==> config.mk <==
export PLATFORM = sky130hd
export DESIGN_NAME = ps2io_fifo
export DESIGN_NICKNAME = d
export VERILOG_FILES = /design/src/rtl/ps2io_fifo.sv
export SDC_FILE = /design/constraint.sdc
export NUM_CORES = 1
export LEC_CHECK = 0
export BUFFER_PORTS_ARGS = -buffer_cell sky130_fd_sc_hd__buf_2
export CORE_MARGIN = 2
export CORE_UTILIZATION = 50
export DETAILED_ROUTE_END_ITERATION = 16
export PLACE_DENSITY = 0.72
export SYNTH_ARGS = -nofsm -noshare
export SYNTH_HDL_FRONTEND = slang
export SYNTH_SLANG_ARGS = --single-unit
==> constraint.sdc <==
create_clock -name clk -period 3.04 [get_ports clk]
set_clock_uncertainty 0.15 [all_clocks]
set_input_delay 0.76 -clock clk [delete_from_list [all_inputs] [get_ports clk]]
set_output_delay 0.76 -clock clk [all_outputs]
set_load 0.02 [all_outputs]
==> src/rtl/ps2io_fifo.sv <==
// ---------------------------------------------------------------------------
// ps2io_fifo
//   CPU-facing register front end for a PS/2 core: a receive FIFO fed by the
//   PS/2 receiver, a single-byte transmit path with ack/timeout handling,
//   sticky error flags and a level interrupt.
//
// Ports
//   clk, rst        : system clock (rising edge), asynchronous active-high reset
//   AD, DI, DO      : register address, CPU write data, registered read data
//   rw, cs          : 1 = read / 0 = write, chip select (one access per cs rise)
//   irq             : level interrupt request
//   rx_strobe,
//   rx_byte         : one-cycle received-byte pulse from the PS/2 core
//   tx_req, tx_byte,
//   tx_ack          : transmit handshake to the PS/2 core
//   ps2_timeout     : line-timeout indication from the PS/2 core
//
// Register map
//   $0 R pop RX head (0x00 when empty)      $0 W transmit byte
//   $1 R {IRQ,IEN_RX,RDY,BSY,TOU,OVR,TXERR,FULL}, clears OVR/TXERR/TXDONE
//   $1 W DI[6] IEN_RX, DI[5] IEN_TX, DI[0] FLUSH
//   $2 R FIFO count                          $3..$7 R 0x00, writes ignored
// ---------------------------------------------------------------------------
module ps2io_fifo #(
  parameter int DEPTH      = 8,
  parameter int TX_TIMEOUT = 50000
) (
  input  logic       clk,
  input  logic       rst,
  input  logic [2:0] AD,
  input  logic [7:0] DI,
  output logic [7:0] DO,
  input  logic       rw,
  input  logic       cs,
  output logic       irq,
  input  logic       rx_strobe,
  input  logic [7:0] rx_byte,
  output logic       tx_req,
  output logic [7:0] tx_byte,
  input  logic       tx_ack,
  input  logic       ps2_timeout
);

  localparam int              PW           = $clog2(DEPTH);
  localparam int              CW           = $clog2(DEPTH) + 1;
  localparam logic [CW-1:0]   DEPTH_C      = CW'(DEPTH);
  localparam logic [15:0]     TIMEOUT_LAST = 16'(TX_TIMEOUT - 1);

  typedef enum logic [1:0] {
    ST_IDLE = 2'd0,
    ST_REQ  = 2'd1,
    ST_WAIT = 2'd2
  } tx_state_t;

  // Registers
  logic            cs_prev_r;
  logic [7:0]      mem_r [0:DEPTH-1];
  logic [PW-1:0]   wr_ptr_r;
  logic [PW-1:0]   rd_ptr_r;
  logic [CW-1:0]   count_r;
  logic            ovr_r;
  logic            txerr_r;
  logic            txdone_r;
  logic            ien_rx_r;
  logic            ien_tx_r;
  tx_state_t       state_r;
  logic [15:0]     wait_cnt_r;
  logic [7:0]      do_r;
  logic            tx_req_r;
  logic [7:0]      tx_byte_r;

  // Combinational signals
  logic            strobe_s;
  logic            rd_stb_s;
  logic            wr_stb_s;
  logic            empty_s;
  logic            full_s;
  logic            pop_s;
  logic            push_s;
  logic            flush_s;
  logic            ovr_set_s;
  logic            stat_rd_s;
  logic            tx_wr_s;
  logic            cfg_wr_s;
  logic            bsy_s;
  logic [7:0]      status_s;
  logic [7:0]      rd_data_s;
  tx_state_t       state_next_s;
  logic [15:0]     wait_cnt_next_s;
  logic            load_tx_s;
  logic            txdone_set_s;
  logic            txerr_fsm_s;
  logic            txerr_set_s;

  // An access is the first cycle of a cs-high run, so a long cs pulse acts once.
  assign strobe_s  = cs & ~cs_prev_r;
  assign rd_stb_s  = strobe_s & rw;
  assign wr_stb_s  = strobe_s & ~rw;

  assign empty_s   = (count_r == {CW{1'b0}});
  assign full_s    = (count_r == DEPTH_C);

  assign pop_s     = rd_stb_s & (AD == 3'd0) & ~empty_s;
  assign stat_rd_s = rd_stb_s & (AD == 3'd1);
  assign tx_wr_s   = wr_stb_s & (AD == 3'd0);
  assign cfg_wr_s  = wr_stb_s & (AD == 3'd1);
  assign flush_s   = cfg_wr_s & DI[0];

  // A pop in the same cycle frees the slot, so a full FIFO still accepts the byte.
  assign push_s    = rx_strobe & (~full_s | pop_s);
  assign ovr_set_s = rx_strobe & full_s & ~pop_s;

  assign bsy_s       = (state_r != ST_IDLE);
  assign txerr_set_s = txerr_fsm_s | (tx_wr_s & bsy_s);

  assign irq      = (ien_rx_r & ~empty_s) | (ien_tx_r & txdone_r);
  assign status_s = {irq, ien_rx_r, ~empty_s, bsy_s, ps2_timeout, ovr_r, txerr_r, full_s};

  assign DO      = do_r;
  assign tx_req  = tx_req_r;
  assign tx_byte = tx_byte_r;

  // Read-data multiplexer for the addressed register.
  always_comb begin
    rd_data_s = 8'h00;
    case (AD)
      3'd0: begin
        if (empty_s) begin
          rd_data_s = 8'h00;
        end else begin
          rd_data_s = mem_r[rd_ptr_r];
        end
      end
      3'd1:    rd_data_s = status_s;
      3'd2:    rd_data_s = 8'(count_r);
      default: rd_data_s = 8'h00;
    endcase
  end

  // Transmit FSM next-state logic and event flags.
  always_comb begin
    state_next_s    = state_r;
    wait_cnt_next_s = wait_cnt_r;
    load_tx_s       = 1'b0;
    txdone_set_s    = 1'b0;
    txerr_fsm_s     = 1'b0;
    case (state_r)
      ST_IDLE: begin
        if (tx_wr_s) begin
          load_tx_s    = 1'b1;
          state_next_s = ST_REQ;
        end else begin
          state_next_s = ST_IDLE;
        end
      end
      ST_REQ: begin
        state_next_s    = ST_WAIT;
        wait_cnt_next_s = 16'd0;
      end
      ST_WAIT: begin
        // An ack arriving alongside a timeout still counts as a clean transfer.
        if (tx_ack) begin
          txdone_set_s = 1'b1;
          state_next_s = ST_IDLE;
        end else if (ps2_timeout || (wait_cnt_r == TIMEOUT_LAST)) begin
          txdone_set_s = 1'b1;
          txerr_fsm_s  = 1'b1;
          state_next_s = ST_IDLE;
        end else begin
          wait_cnt_next_s = wait_cnt_r + 16'd1;
        end
      end
      default: begin
        state_next_s    = ST_IDLE;
        wait_cnt_next_s = 16'd0;
      end
    endcase
  end

  // Transmit FSM state, wait counter, request pulse and latched byte.
  always_ff @(posedge clk or posedge rst) begin
    if (rst) begin
      state_r    <= ST_IDLE;
      wait_cnt_r <= 16'd0;
      tx_req_r   <= 1'b0;
      tx_byte_r  <= 8'h00;
    end else begin
      state_r    <= state_next_s;
      wait_cnt_r <= wait_cnt_next_s;
      // tx_req is high exactly while the FSM sits in REQ.
      tx_req_r   <= (state_next_s == ST_REQ);
      if (load_tx_s) begin
        tx_byte_r <= DI;
      end else begin
        tx_byte_r <= tx_byte_r;
      end
    end
  end

  // Access edge detector and registered read data.
  always_ff @(posedge clk or posedge rst) begin
    if (rst) begin
      cs_prev_r <= 1'b0;
      do_r      <= 8'h00;
    end else begin
      cs_prev_r <= cs;
      if (rd_stb_s) begin
        do_r <= rd_data_s;
      end else begin
        do_r <= do_r;
      end
    end
  end

  // FIFO pointers and occupancy; flush overrides any same-cycle push.
  always_ff @(posedge clk or posedge rst) begin
    if (rst) begin
      wr_ptr_r <= {PW{1'b0}};
      rd_ptr_r <= {PW{1'b0}};
      count_r  <= {CW{1'b0}};
    end else if (flush_s) begin
      wr_ptr_r <= {PW{1'b0}};
      rd_ptr_r <= {PW{1'b0}};
      count_r  <= {CW{1'b0}};
    end else begin
      if (push_s) begin
        wr_ptr_r <= wr_ptr_r + PW'(1);
      end else begin
        wr_ptr_r <= wr_ptr_r;
      end
      if (pop_s) begin
        rd_ptr_r <= rd_ptr_r + PW'(1);
      end else begin
        rd_ptr_r <= rd_ptr_r;
      end
      case ({push_s, pop_s})
        2'b10:   count_r <= count_r + CW'(1);
        2'b01:   count_r <= count_r - CW'(1);
        default: count_r <= count_r;
      endcase
    end
  end

  // FIFO storage; contents are don't-care while the slot is not occupied.
  always_ff @(posedge clk) begin
    if (push_s && !flush_s) begin
      mem_r[wr_ptr_r] <= rx_byte;
    end else begin
      mem_r[wr_ptr_r] <= mem_r[wr_ptr_r];
    end
  end

  // Sticky flags and interrupt enables; a new event beats a same-cycle clear.
  always_ff @(posedge clk or posedge rst) begin
    if (rst) begin
      ovr_r    <= 1'b0;
      txerr_r  <= 1'b0;
      txdone_r <= 1'b0;
      ien_rx_r <= 1'b0;
      ien_tx_r <= 1'b0;
    end else begin
      ovr_r    <= ovr_set_s    | (ovr_r    & ~stat_rd_s);
      txerr_r  <= txerr_set_s  | (txerr_r  & ~stat_rd_s);
      txdone_r <= txdone_set_s | (txdone_r & ~stat_rd_s);
      if (cfg_wr_s) begin
        ien_rx_r <= DI[6];
        ien_tx_r <= DI[5];
      end else begin
        ien_rx_r <= ien_rx_r;
        ien_tx_r <= ien_tx_r;
      end
    end
  end

endmodule

# Word-level counts from Yosys, hierarchy flattened

Memory sizes are Yosys's and may differ from the RTL's.
Index checks and enable logic that the tools add are counted.

Flip-flop bits (word level): 51
Bits in writable memories: 64
Memories kept: 1

Memories:

| memory | depth | bits a word | rd ports | clocked after memory_dff | write ports | line | text |
|---|---|---|---|---|---|---|---|
| mem_r  | 8     | 8           | 1        | 0                        | 1           | 57   | `logic [7:0] mem_r [0:DEPTH-1];` |

$add $sub $neg: 5
Equal/unequal tests: 12
Muxes and demuxes: 26
Bitwise gates (word level): 32
Reductions and logical operators: 12

Operators by type and width:

| cell                                              | count |
|---|---|
| two-way mux 16 bit                                | 2 |
| case mux 16 bit (2 select lines)                  | 1 |
| case mux 8 bit (3 select lines)                   | 1 |
| AND 1 bit                                         | 18 |
| adder 16 x 1 -> 16 bit (second input constant)    | 1 |
| == test 16 bit (second input constant)            | 1 |
| two-way mux 8 bit                                 | 2 |
| two-way mux 3 bit                                 | 4 |
| two-way mux 1 bit                                 | 11 |
| case mux 4 bit (2 select lines)                   | 1 |
| NOT 1 bit                                         | 7 |
| OR 1 bit                                          | 7 |
| adder 3 x 1 -> 3 bit (second input constant)      | 2 |
| == test 2 x 1 -> 1 bit (second input constant)    | 3 |
| case mux 2 bit (3 select lines)                   | 1 |
| nonzero test 2 bit                                | 3 |
| adder 4 x 1 -> 4 bit (second input constant)      | 1 |
| == test 2 bit (second input constant)             | 2 |
| == test 4 bit (second input constant)             | 1 |
| zero test 4 bit                                   | 1 |
| two-way mux 2 bit                                 | 2 |
| two-way mux 4 bit                                 | 1 |
| inequality test 2 bit (second input constant)     | 2 |
| subtractor 4 x 1 -> 4 bit (second input constant) | 1 |
| 11 further kinds                                  | 11 |

# Logic depth before layout (Yosys ltp)

Gate-level depths: netlist of the first run.

Depth in word-level cells: 11
Mapped depth: 10

# Worst setup path after synthesis of the first run

Ideal clock, no wire load.

Kind: in2reg
From: input port AD[0]
To: memory mem_r[0][0], enable pin
Library setup time: 383 ps
Data arrival time: 2554 ps
Required time: 2507 ps
Setup slack: -47 ps
Stages: 5
Path buffers: 1
Cell sequence: clkbuf_1 nor3_2 a21oi_1 or4_1 nor3_1

Longest elaborated chain between the ends: 9
Elaborated cells between the ends (all ways): 15

Ends and longest elaborated chain:

| what                                                                                  | line     | text |
|---|---|---|
| start: declaration                                                                    | 30       | `input logic [2:0] AD,` |
| zero test 3 bit                                                                       | 103      | `assign pop_s = rd_stb_s & (AD == 3'd0) & ~empty_s;` |
| AND 1 bit (2 in series)                                                               | 103      |  |
| OR 1 bit                                                                              | 110      | `assign push_s = rx_strobe & (~full_s \| pop_s);` |
| AND 1 bit                                                                             | 110      |  |
| logical AND 1 bit (*)                                                                 | 246      | `if (push_s && !flush_s) begin` |
| two-way mux 1 bit, on equally long branches                                           | 246, 249 |  |
| two-way mux 1 bit (implied by the code) / AND reduction 2 bit (equally long branches) | --       |  |
| OR 1 bit (no source line) (*)                                                         | --       |  |
| end: declaration                                                                      | 57       |  |

Every way passes the cells marked *; elsewhere a longest branch is shown, timed or not.

# Final worst setup path of the first run

From: register count_r[1]
To: output port irq

Longest elaborated chain between the ends: 4

Ends and longest elaborated chain:

| what                     | line | text |
|---|---|---|
| start: declaration       | 60   | `logic [CW-1:0] count_r;` |
| start signal: assignment | 220  | `count_r <= {CW{1'b0}};` |
| start signal: assignment | 224  | `count_r <= {CW{1'b0}};` |
| start signal: assignment | 237  | `2'b10: count_r <= count_r + CW'(1);` |
| zero test 4 bit          | 100  | `assign empty_s = (count_r == {CW{1'b0}});` |
| NOT 1 bit                | 116  | `assign irq = (ien_rx_r & ~empty_s) \| (ien_tx_r & txdone_r);` |
| AND 1 bit                | 116  |  |
| OR 1 bit                 | 116  |  |
| end: declaration         | 35   | `output logic irq,` |

No other way between the ends.

==> results.py, run 1 <==
metrics = {
    "detailed_routing": {
        "ant_nets": 0,
        "drt_iter0_markers": 173,
        "drc": 0,
        "drt-total-wl_mm": 11.3,
        "routed-via-count": 3457,
        "route.detailed.wl_per_inst_um": 19.4,
        "routed_via_density": 5.95,
        "firstDrtPassIters": 5,
    },
    "global_routing": {
        "grt_antenna_before_repair": 0,
        "grt_max_degree": 27,
        "grt_pass1_wl_mm": 18.3,
        "grt_use_total": 0.221,
        "gr-total-overflow": 0,
        "grt_pass1_vias": 3510,
    },
    "power_and_ir_drop": {
        "p_leak_nw": 2.38,
        "internal-power_mw": 3.44,
        "irDropWorstVdd_mv": 0.567,
        "power_frac_seq": 0.433,
        "power_switching_mw": 1.45,
        "switching_share": 0.297,
        "pwr-share-clk": 0.373,
        "comb_power_share": 0.194,
        "powerDensity_nw_per_um2": 798,
    },
    "place": {
        "dpl_worst_slack_ns": 0.246,
        "gp_congestion": 0.863,
        "dp_hpwl_mm": 7.54,
        "portBuffers": 43,
    },
    "yosys": {
        "synth-edff-count": 64,
        "post_synth_inst_count": 373,
        "synth-compound-area-share": 0.0807,
        "synth_fp_nets": 403,
        "synth_cell_types": 56,
        "synth_top_family_by_area": "simple AND/OR/NAND/NOR gates",
        "synth-xor-area-share": 0.0119,
        "yosysTopAreaCell": "edfxtp_1",
        "synth_warnings": 0,
        "yosysTopAreaCellShare": 0.375,
        "yosys.area_share.adder": 0.00975,
        "synth_ff_type": "edfxtp_1",
        "synth-seq-cells": 115,
        "syn_area_um2": 5130,
        "synthArstFlopShare": 0.443,
        "avgSynthCellArea_um2": 13.8,
        "seq_area_frac_synth": 0.623,
        "synth_simple_gate_area_share": 0.136,
        "synth.area.mux_share": 0.116,
        "ys_top_cells_by_area": "edfxtp_1 37%, dfrtp_1 25%, mux4_2 6.6%",
    },
    "setup_path": {
        "path_cells": "nor4_1 -> o21ai_0 -> buf_2",
        "slowest_stage": "dfrtp_1",
        "worstPathArrival_ns": 1.93,
        "critPathTopFamily": "flip-flops",
        "endpoint_kind": "output pin",
        "slowest_delay_ns": 0.49,
        "startpoint_type": "register",
        "worst-path-buf-inv": 1,
        "crit_fanout": 10,
        "worstSetupPathType": "reg -> out",
        "worstPathRequired_ns": 2.13,
    },
    "clock_network": {
        "cts_tree": "built",
        "clkSinkCount": 115,
        "cts_buffers": 17,
        "clock_tree.root_cell": "clkbuf_8",
        "ctsResizeCount": 0,
        "clk_path_buf_depth": 2,
        "clk_pin_slew_ns": 0.06,
        "htreeDepth": 4,
        "insertion_delay_ns": 0.52,
        "holdBufCountCts": 0,
        "cts_setup_buffers": 0,
    },
    "die": {
        "die_w_um": 105,
        "core_um2": 9860,
        "die_area_um2": 11100,
        "die_h_um": 105,
        "rows": 36,
        "pin_count": 44,
        "initial_core_util": 0.520,
    },
    "status": {
        "status": "finished clean",
    },
    "sta": {
        "maxSlewViolCount": 0,
        "final_hold_viol_count": 0,
        "tightest_slew_ns": 0.672,
        "max_clock_freq_mhz": 352,
        "rsz0062_at_grt": "no",
        "slew_headroom": 0.552,
        "worst_hold_slack_ns": 0.145,
        "setup_tns_ns": 0,
        "setup_ws_ns": 0.195,
        "min_period_over_period": 0.936,
        "setup_viol": 0,
        "period_needed_ns": 2.84,
    },
    "cells_and_area": {
        "final_nets": 465,
        "antenna_cells": 0,
        "layout-drive-gt1-share": 0.310,
        "fill_cells": 732,
        "final_core_util": 0.621,
        "area_growth_syn_to_layout_pct": 19.4,
    },
    "job": {
        "cap_violations": 0,
    },
    "worst_hold_path": {
        "hold_path.class": "in -> async",
    },
}
-- stage by stage --
stage               power (mW)  cells  area, um^2
finish                    4.89    581        6130
global route              5.11    581        6130
CTS                       4.92    581        6130
detailed placement        3.08    549        5580
global placement          3.05    549        5580
floorplan                 2.76    373        5140
-- state kept, by name, summed over array words and instances, names as in the netlist --
name,cells
DO,8
cs_prev_r,1
ien_rx_r,1
txdone_r,1
mem_r,64
tx_req,1
count_r,4
rd_ptr_r,3
wr_ptr_r,3
txerr_r,1
ovr_r,1
tx_byte,8
ien_tx_r,1
wait_cnt_r,16
state_r,2
-- path summary, 6_finish.rpt --
kind,from,to,slack (ns),cells past startpoint
max in group asynchronous,rst,tx_byte[3],2.04,3
max reg2reg,count_r[1],count_r[2],0.52,8
min in group clk,cs,cs_prev_r,0.23,1
min,rst,count_r[1],0.15,2
min reg2reg,DO[5],DO[5],0.33,2
max,count_r[1],irq,0.20,3
-- logic make-up (layout without fill, tap and decap cells) --
kind of cell             Yosys count  in the layout
adder cells (fa/ha/maj)            4              4
XOR/XNOR                           7              7
buffers and inverters             26            101
AND/OR/NAND/NOR                  119            119
flip-flops                       115            115
AO/OA/AOI/OAI                     63             63
multiplexers                      39             39
-- Yosys cell counts (all sizes together) (10+ instances only) --
cell type / number
mux4: 15
edfxtp: 64
dfrtp: 51
nand2: 20
nor2: 27
o21ai: 16
a21oi: 17
mux2: 15
nand4: 10
-- cell usage in the layout, fill, tap and decap left out, types with 6 or more instances in the layout --
cell type  synthesis  layout
o31ai_1            6       6
mux2_2            15      15
nand2_1           20      20
mux4_2            15      15
a21oi_1           17      17
nand3_1            8       8
inv_1              8       7
mux2i_1            9       9
nand4_1           10      10
nor2_1            27      27
buf_4              1      17
nor3_1             8       7
buf_2              4      43
clkbuf_16          0      16
o21ai_0           16      16
dfrtp_1           51      51
nor2b_1            6       6
edfxtp_1          64      64
-- power groups by stage --
| stage | Combinational, mW | Clock [mW] | Sequential (mW) |
|---|---|---|---|
| 2_1_floorplan | 0.687 | 0 | 2.07 |
| 3_3_place_gp | 0.922 | 0 | 2.13 |
| 3_5_place_dp | 0.945 | 0 | 2.14 |
| 4_1_cts | 0.959 | 1.84 | 2.12 |
| 5_1_grt | 1.04 | 1.92 | 2.15 |
| 6_report | 0.950 | 1.82 | 2.12 |
-- worst reg2reg max path, stage by stage (launching register included) --
cell	delay [ns]
dfrtp_1	0.49
or4_1	0.70
nand4_1	0.20
xnor2_1	0.09
ha_1	0.20
nor3_1	0.14
nand4_1	0.13
a32oi_1	0.22
o2bb2ai_1	0.07
-- metal layers --
layer  up-vias  track usage  part of all wire
met2       122        0.354              0.50
met4         0       0.0724             0.020
met5         -            0                 0
met1      1739        0.287              0.43
li1       1573            -                 -
met3        23       0.0686             0.055
-- area by class of cell --
class	instances	area, um^2	share of cell area
Clock buffer	17	414	0.0676
Sequential cell	115	3200	0.522
Inverter	8	30.0	0.00490
Multi-Input combinational cell	232	1820	0.298
Clock inverter	15	131	0.0214
Timing Repair Buffer	61	363	0.0592
Tap cell	133	166	0.0272
No activity file was read; power rests on OpenSTA's default activity.
==> run 2, diff against run 1 <==
CAP_MARGIN = 20   (was not set)
clock period = 3.1 ns   (was 3.04 ns; I/O delays follow)
==> run 2 against run 1 <==
Compared with the run above:
- via count is 3.7% lower
- core utilization is 0.98 points higher
- hold slack worse by 0.079 ns
- clock-buffer cell count is 1 higher
- critical endpoint unchanged
- largest power group unchanged
==> results.py, run 2 (synthesized netlist as in run 1, its figures left out) <==
metrics = {
    "status": {
        "status": "finished clean",
    },
    "power_and_ir_drop": {
        "irDropWorstVdd_mv": 0.502,
        "switching_share": 0.277,
        "power_mw": 5.02,
        "pwr-share-clk": 0.402,
        "internal-power_mw": 3.63,
        "power_switching_mw": 1.39,
        "comb_power_share": 0.185,
        "power_frac_seq": 0.412,
        "p_leak_nw": 2.43,
        "powerDensity_nw_per_um2": 807,
    },
    "sta": {
        "setup_tns_ns": 0,
        "tightest_slew_ns": 0.701,
        "period_needed_ns": 2.87,
        "slew_headroom": 0.533,
        "final_hold_viol_count": 0,
        "setup_ws_ns": 0.231,
        "maxSlewViolCount": 0,
        "min_period_over_period": 0.926,
        "setup_viol": 0,
        "worst_hold_slack_ns": 0.0661,
        "max_clock_freq_mhz": 348,
        "rsz0062_at_grt": "no",
    },
    "detailed_routing": {
        "drt_iter0_markers": 179,
        "routed-via-count": 3328,
        "route.detailed.wl_per_inst_um": 18.2,
        "drc": 0,
        "ant_nets": 0,
        "routed_via_density": 5.68,
        "firstDrtPassIters": 4,
        "drt-total-wl_mm": 10.7,
    },
    "clock_network": {
        "insertion_delay_ns": 0.52,
        "htreeDepth": 4,
        "clk_pin_slew_ns": 0.06,
        "cts_tree": "built",
        "clock_tree.root_cell": "clkbuf_8",
        "cts_buffers": 17,
        "clkSinkCount": 115,
        "holdBufCountCts": 0,
        "clk_path_buf_depth": 2,
        "cts_setup_buffers": 0,
        "ctsResizeCount": 0,
    },
    "cells_and_area": {
        "final_core_util": 0.631,
        "final_cell_mix": "64 x edfxtp_1, 51 x dfrtp_1, 43 x buf_2",
        "final_nets": 470,
        "antenna_cells": 0,
        "fin_area_um2": 6220,
        "top_regs": "mem_r x64, wait_cnt_r x16",
        "layout-drive-gt1-share": 0.316,
        "layout_commonest_cell": "edfxtp_1",
        "largest_reg_flops": 64,
        "final_cells": 586,
        "regMostFlops": "mem_r",
        "area_growth_syn_to_layout_pct": 21.3,
    },
    "die": {
        "die_w_um": 105,
        "die_h_um": 105,
        "initial_core_util": 0.520,
        "rows": 36,
        "pin_count": 44,
        "core_um2": 9860,
        "die_area_um2": 11100,
    },
    "global_routing": {
        "grt_use_total": 0.208,
        "grt_pass1_vias": 3275,
        "grt_max_degree": 23,
        "gr-total-overflow": 0,
        "grt_pass1_wl_mm": 17.2,
        "grt_antenna_before_repair": 0,
    },
    "place": {
        "placed_area_um2": 5610,
        "dp.cells": 554,
        "dpl_worst_slack_ns": 0.284,
        "dp_hpwl_mm": 7.30,
        "gp_congestion": 0.905,
        "portBuffers": 43,
    },
    "setup_path": {
        "crit_fanout": 11,
        "worstPathArrival_ns": 1.94,
        "worstSetupPathType": "reg -> out",
        "worstPathRequired_ns": 2.17,
        "endpoint_kind": "output pin",
        "startpoint_type": "register",
    },
    "worst_hold_path": {
        "hold_path.class": "in -> async",
    },
    "job": {
        "cap_violations": 0,
    },
}
==> run 2: metal layers <==
metal	wire length (um)	track usage	part of all wire
met1	4950	0.280	0.46
met2	5030	0.314	0.47
met5	0	0	0
met3	482	0.0625	0.045
met4	204	0.0876	0.019
==> run 2: worst paths after layout <==
| path | start | to | slack [ns] | cells past startpoint |
|---|---|---|---|---|
| worst max-delay path | count_r[0] | irq | 0.23 | 3 |
| worst min-delay path | rst | wait_cnt_r[15] | 0.07 | 2 |
| worst max register to register | count_r[0] | count_r[2] | 0.57 | 8 |
| worst min register to register | txdone_r | txdone_r | 0.33 | 2 |
| max in group asynchronous | rst | txerr_r | 2.15 | 3 |
| min in group clk | cs | cs_prev_r | 0.25 | 1 |
==> run 2: power by group through the flow <==
stage | Clock [mW] | Sequential [mW] | Combinational (mW)
2_1_floorplan | 0 | 2.03 | 0.674
3_3_place_gp | 0 | 2.08 | 0.913
3_5_place_dp | 0 | 2.10 | 0.931
4_1_cts | 2.05 | 2.07 | 0.940
5_1_grt | 2.13 | 2.10 | 1.02
6_report | 2.02 | 2.07 | 0.931
==> run 2: final cells by class <==
class	count	area, um^2
fill	725	3640
sequential	115	3200
multi-input combinational	232	1820
clock buffer	18	418
timing repair buffer	66	388
clock inverter	14	199
tap	133	166
inverter	8	30.0
==> run 2: critical path: stages, from the launching register on <==
cell	delay [ns]
dfrtp_1	0.49
nor4_1	0.48
o21ai_0	0.24
buf_2	0.21
==> run 3, diff against run 2 <==
CELL_PAD_IN_SITES_DETAIL_PLACEMENT = 1   (was not set)
CELL_PAD_IN_SITES_GLOBAL_PLACEMENT = 2   (was not set)
CORE_UTILIZATION = 45   (was 50)
PLACE_DENSITY = 0.87   (was 0.72)
clock period = 3.7 ns   (was 3.1 ns; I/O delays follow)
==> run 3 against run 2 <==
Compared with the run above:
- flip-flop and latch count unchanged
- combinational power decreased by 11%
- final cell count fell by 0.51%
- clock-buffer cell count is 4 higher
- highest routed layer unchanged
==> results.py, run 3 (synthesized netlist as in run 1, its figures left out) <==
metrics = {
    "die": {
        "pin_count": 44,
        "die_w_um": 111,
        "rows": 38,
        "die_area_um2": 12300,
        "die_h_um": 111,
        "core_um2": 11000,
        "initial_core_util": 0.467,
    },
    "sta": {
        "tightest_slew_ns": 0.640,
        "setup_tns_ns": 0,
        "rsz0062_at_grt": "no",
        "worst_hold_slack_ns": 0.327,
        "setup_viol": 0,
        "final_hold_viol_count": 0,
        "max_clock_freq_mhz": 335,
        "slew_headroom": 0.574,
        "period_needed_ns": 2.99,
        "maxSlewViolCount": 0,
        "min_period_over_period": 0.807,
    },
    "job": {
        "cap_violations": 0,
    },
    "global_routing": {
        "grt_pass1_vias": 3599,
        "gr-total-overflow": 0,
        "grt_max_degree": 29,
        "grt_use_total": 0.217,
        "grt_pass1_wl_mm": 20.2,
        "grt_antenna_before_repair": 0,
    },
    "detailed_routing": {
        "drt-total-wl_mm": 12.5,
        "firstDrtPassIters": 4,
        "drc": 0,
        "drt_iter0_markers": 164,
        "routed-via-count": 3402,
        "route.detailed.wl_per_inst_um": 21.5,
        "ant_nets": 0,
        "routed_via_density": 5.84,
    },
    "power_and_ir_drop": {
        "p_leak_nw": 2.37,
        "powerDensity_nw_per_um2": 676,
        "power_mw": 4.14,
        "comb_power_share": 0.200,
        "pwr-share-clk": 0.381,
        "irDropWorstVdd_mv": 0.429,
        "internal-power_mw": 2.95,
        "power_frac_seq": 0.419,
        "power_switching_mw": 1.19,
        "switching_share": 0.286,
    },
    "clock_network": {
        "cts_tree": "built",
        "insertion_delay_ns": 0.41,
        "clk_pin_slew_ns": 0.06,
        "clk_path_buf_depth": 2,
        "holdBufCountCts": 0,
        "clkSinkCount": 115,
        "clock_tree.root_cell": "clkbuf_16",
        "cts_setup_buffers": 0,
        "htreeDepth": 4,
        "cts_buffers": 17,
        "ctsResizeCount": 0,
    },
    "setup_path": {
        "endpoint_kind": "output pin",
        "worstPathRequired_ns": 2.62,
        "crit_fanout": 10,
        "slowest_stage": "nor4_1",
        "startpoint_type": "register",
        "worstPathArrival_ns": 1.91,
        "path_cells": "nor4_1 -> o21ai_0 -> buf_2",
        "slowest_delay_ns": 0.53,
        "worst-path-buf-inv": 1,
        "worstSetupPathType": "reg -> out",
        "critPathTopFamily": "simple AND/OR/NAND/NOR gates",
    },
    "cells_and_area": {
        "fin_area_um2": 6120,
        "regMostFlops": "mem_r",
        "final_cell_mix": "64 x edfxtp_1, 51 x dfrtp_1, 43 x buf_2",
        "antenna_cells": 0,
        "layout_commonest_cell": "edfxtp_1",
        "final_nets": 460,
        "top_regs": "mem_r x64, wait_cnt_r x16",
        "area_growth_syn_to_layout_pct": 19.3,
        "layout-drive-gt1-share": 0.293,
        "largest_reg_flops": 64,
    },
    "worst_hold_path": {
        "hold_path.class": "reg -> reg",
    },
    "place": {
        "gp_congestion": 0.840,
        "dp_hpwl_mm": 8.31,
        "portBuffers": 43,
        "placed_area_um2": 5530,
    },
    "status": {
        "status": "finished clean",
    },
}
## run 3: changes by cell type in the layout (fill, tap and decap cells not counted), sizes merged
cell / previous run / this run
inv: 13 / 9
bufinv: 4 / 2
buf: 66 / 56
clkinv: 2 / 4
clkbuf: 18 / 22
## run 3: worst min-delay path, stage by stage (launching register included)
cell and delay, ns:
dfrtp_1 0.34, nand2_1 0.05, nand2_1 0.06
## run 3: final timing paths
check,slack (ns),startpoint,endpoint,cells past startpoint
setup / recovery,0.71,count_r[1],irq,3
hold / removal,0.33,DO[5],DO[5],2
setup reg to reg,1.06,count_r[1],count_r[2],8
hold reg to reg,0.33,DO[5],DO[5],2
max in group asynchronous,2.20,rst,DO[1],3
min in group asynchronous,0.40,rst,cs_prev_r,2
## run 3: power groups by stage
stage / Combinational [mW] / Clock [mW] / Sequential, mW
after detailed placement: 0.747 / 0 / 1.79
after global placement: 0.728 / 0 / 1.78
after global routing: 0.904 / 1.65 / 1.76
after floorplan: 0.563 / 0 / 1.70
final: 0.829 / 1.58 / 1.73
after CTS: 0.762 / 1.60 / 1.77
## run 3: metal layers
| metal | wire length [um] | GRT usage |
|---|---|---|
| met5 | 0 | 0 |
| met2 | 6110 | 0.342 |
| met1 | 5730 | 0.296 |
| met3 | 434 | 0.0470 |
| met4 | 241 | 0.0850 |
## run 3: final cells by class
type | count | area, um^2
Sequential cell | 115 | 3200
Fill cell | 1074 | 4860
Clock buffer | 22 | 454
Timing Repair Buffer | 56 | 333
Tap cell | 140 | 175
Multi-Input combinational cell | 232 | 1820
Clock inverter | 10 | 113
Inverter | 8 | 30.0
## run 3: stage by stage
| step | cells | setup slack (ns) | utilization |
|---|---|---|---|
| after floorplan | 373 | 0.448 | - |
| after global placement | 550 | 0.648 | 0.503 |
| after detailed placement | 550 | 0.533 | 0.503 |
| after CTS | 582 | 0.705 | 0.555 |
| after global routing | 583 | 0.659 | 0.557 |
| final | 583 | 0.714 | 0.557 |
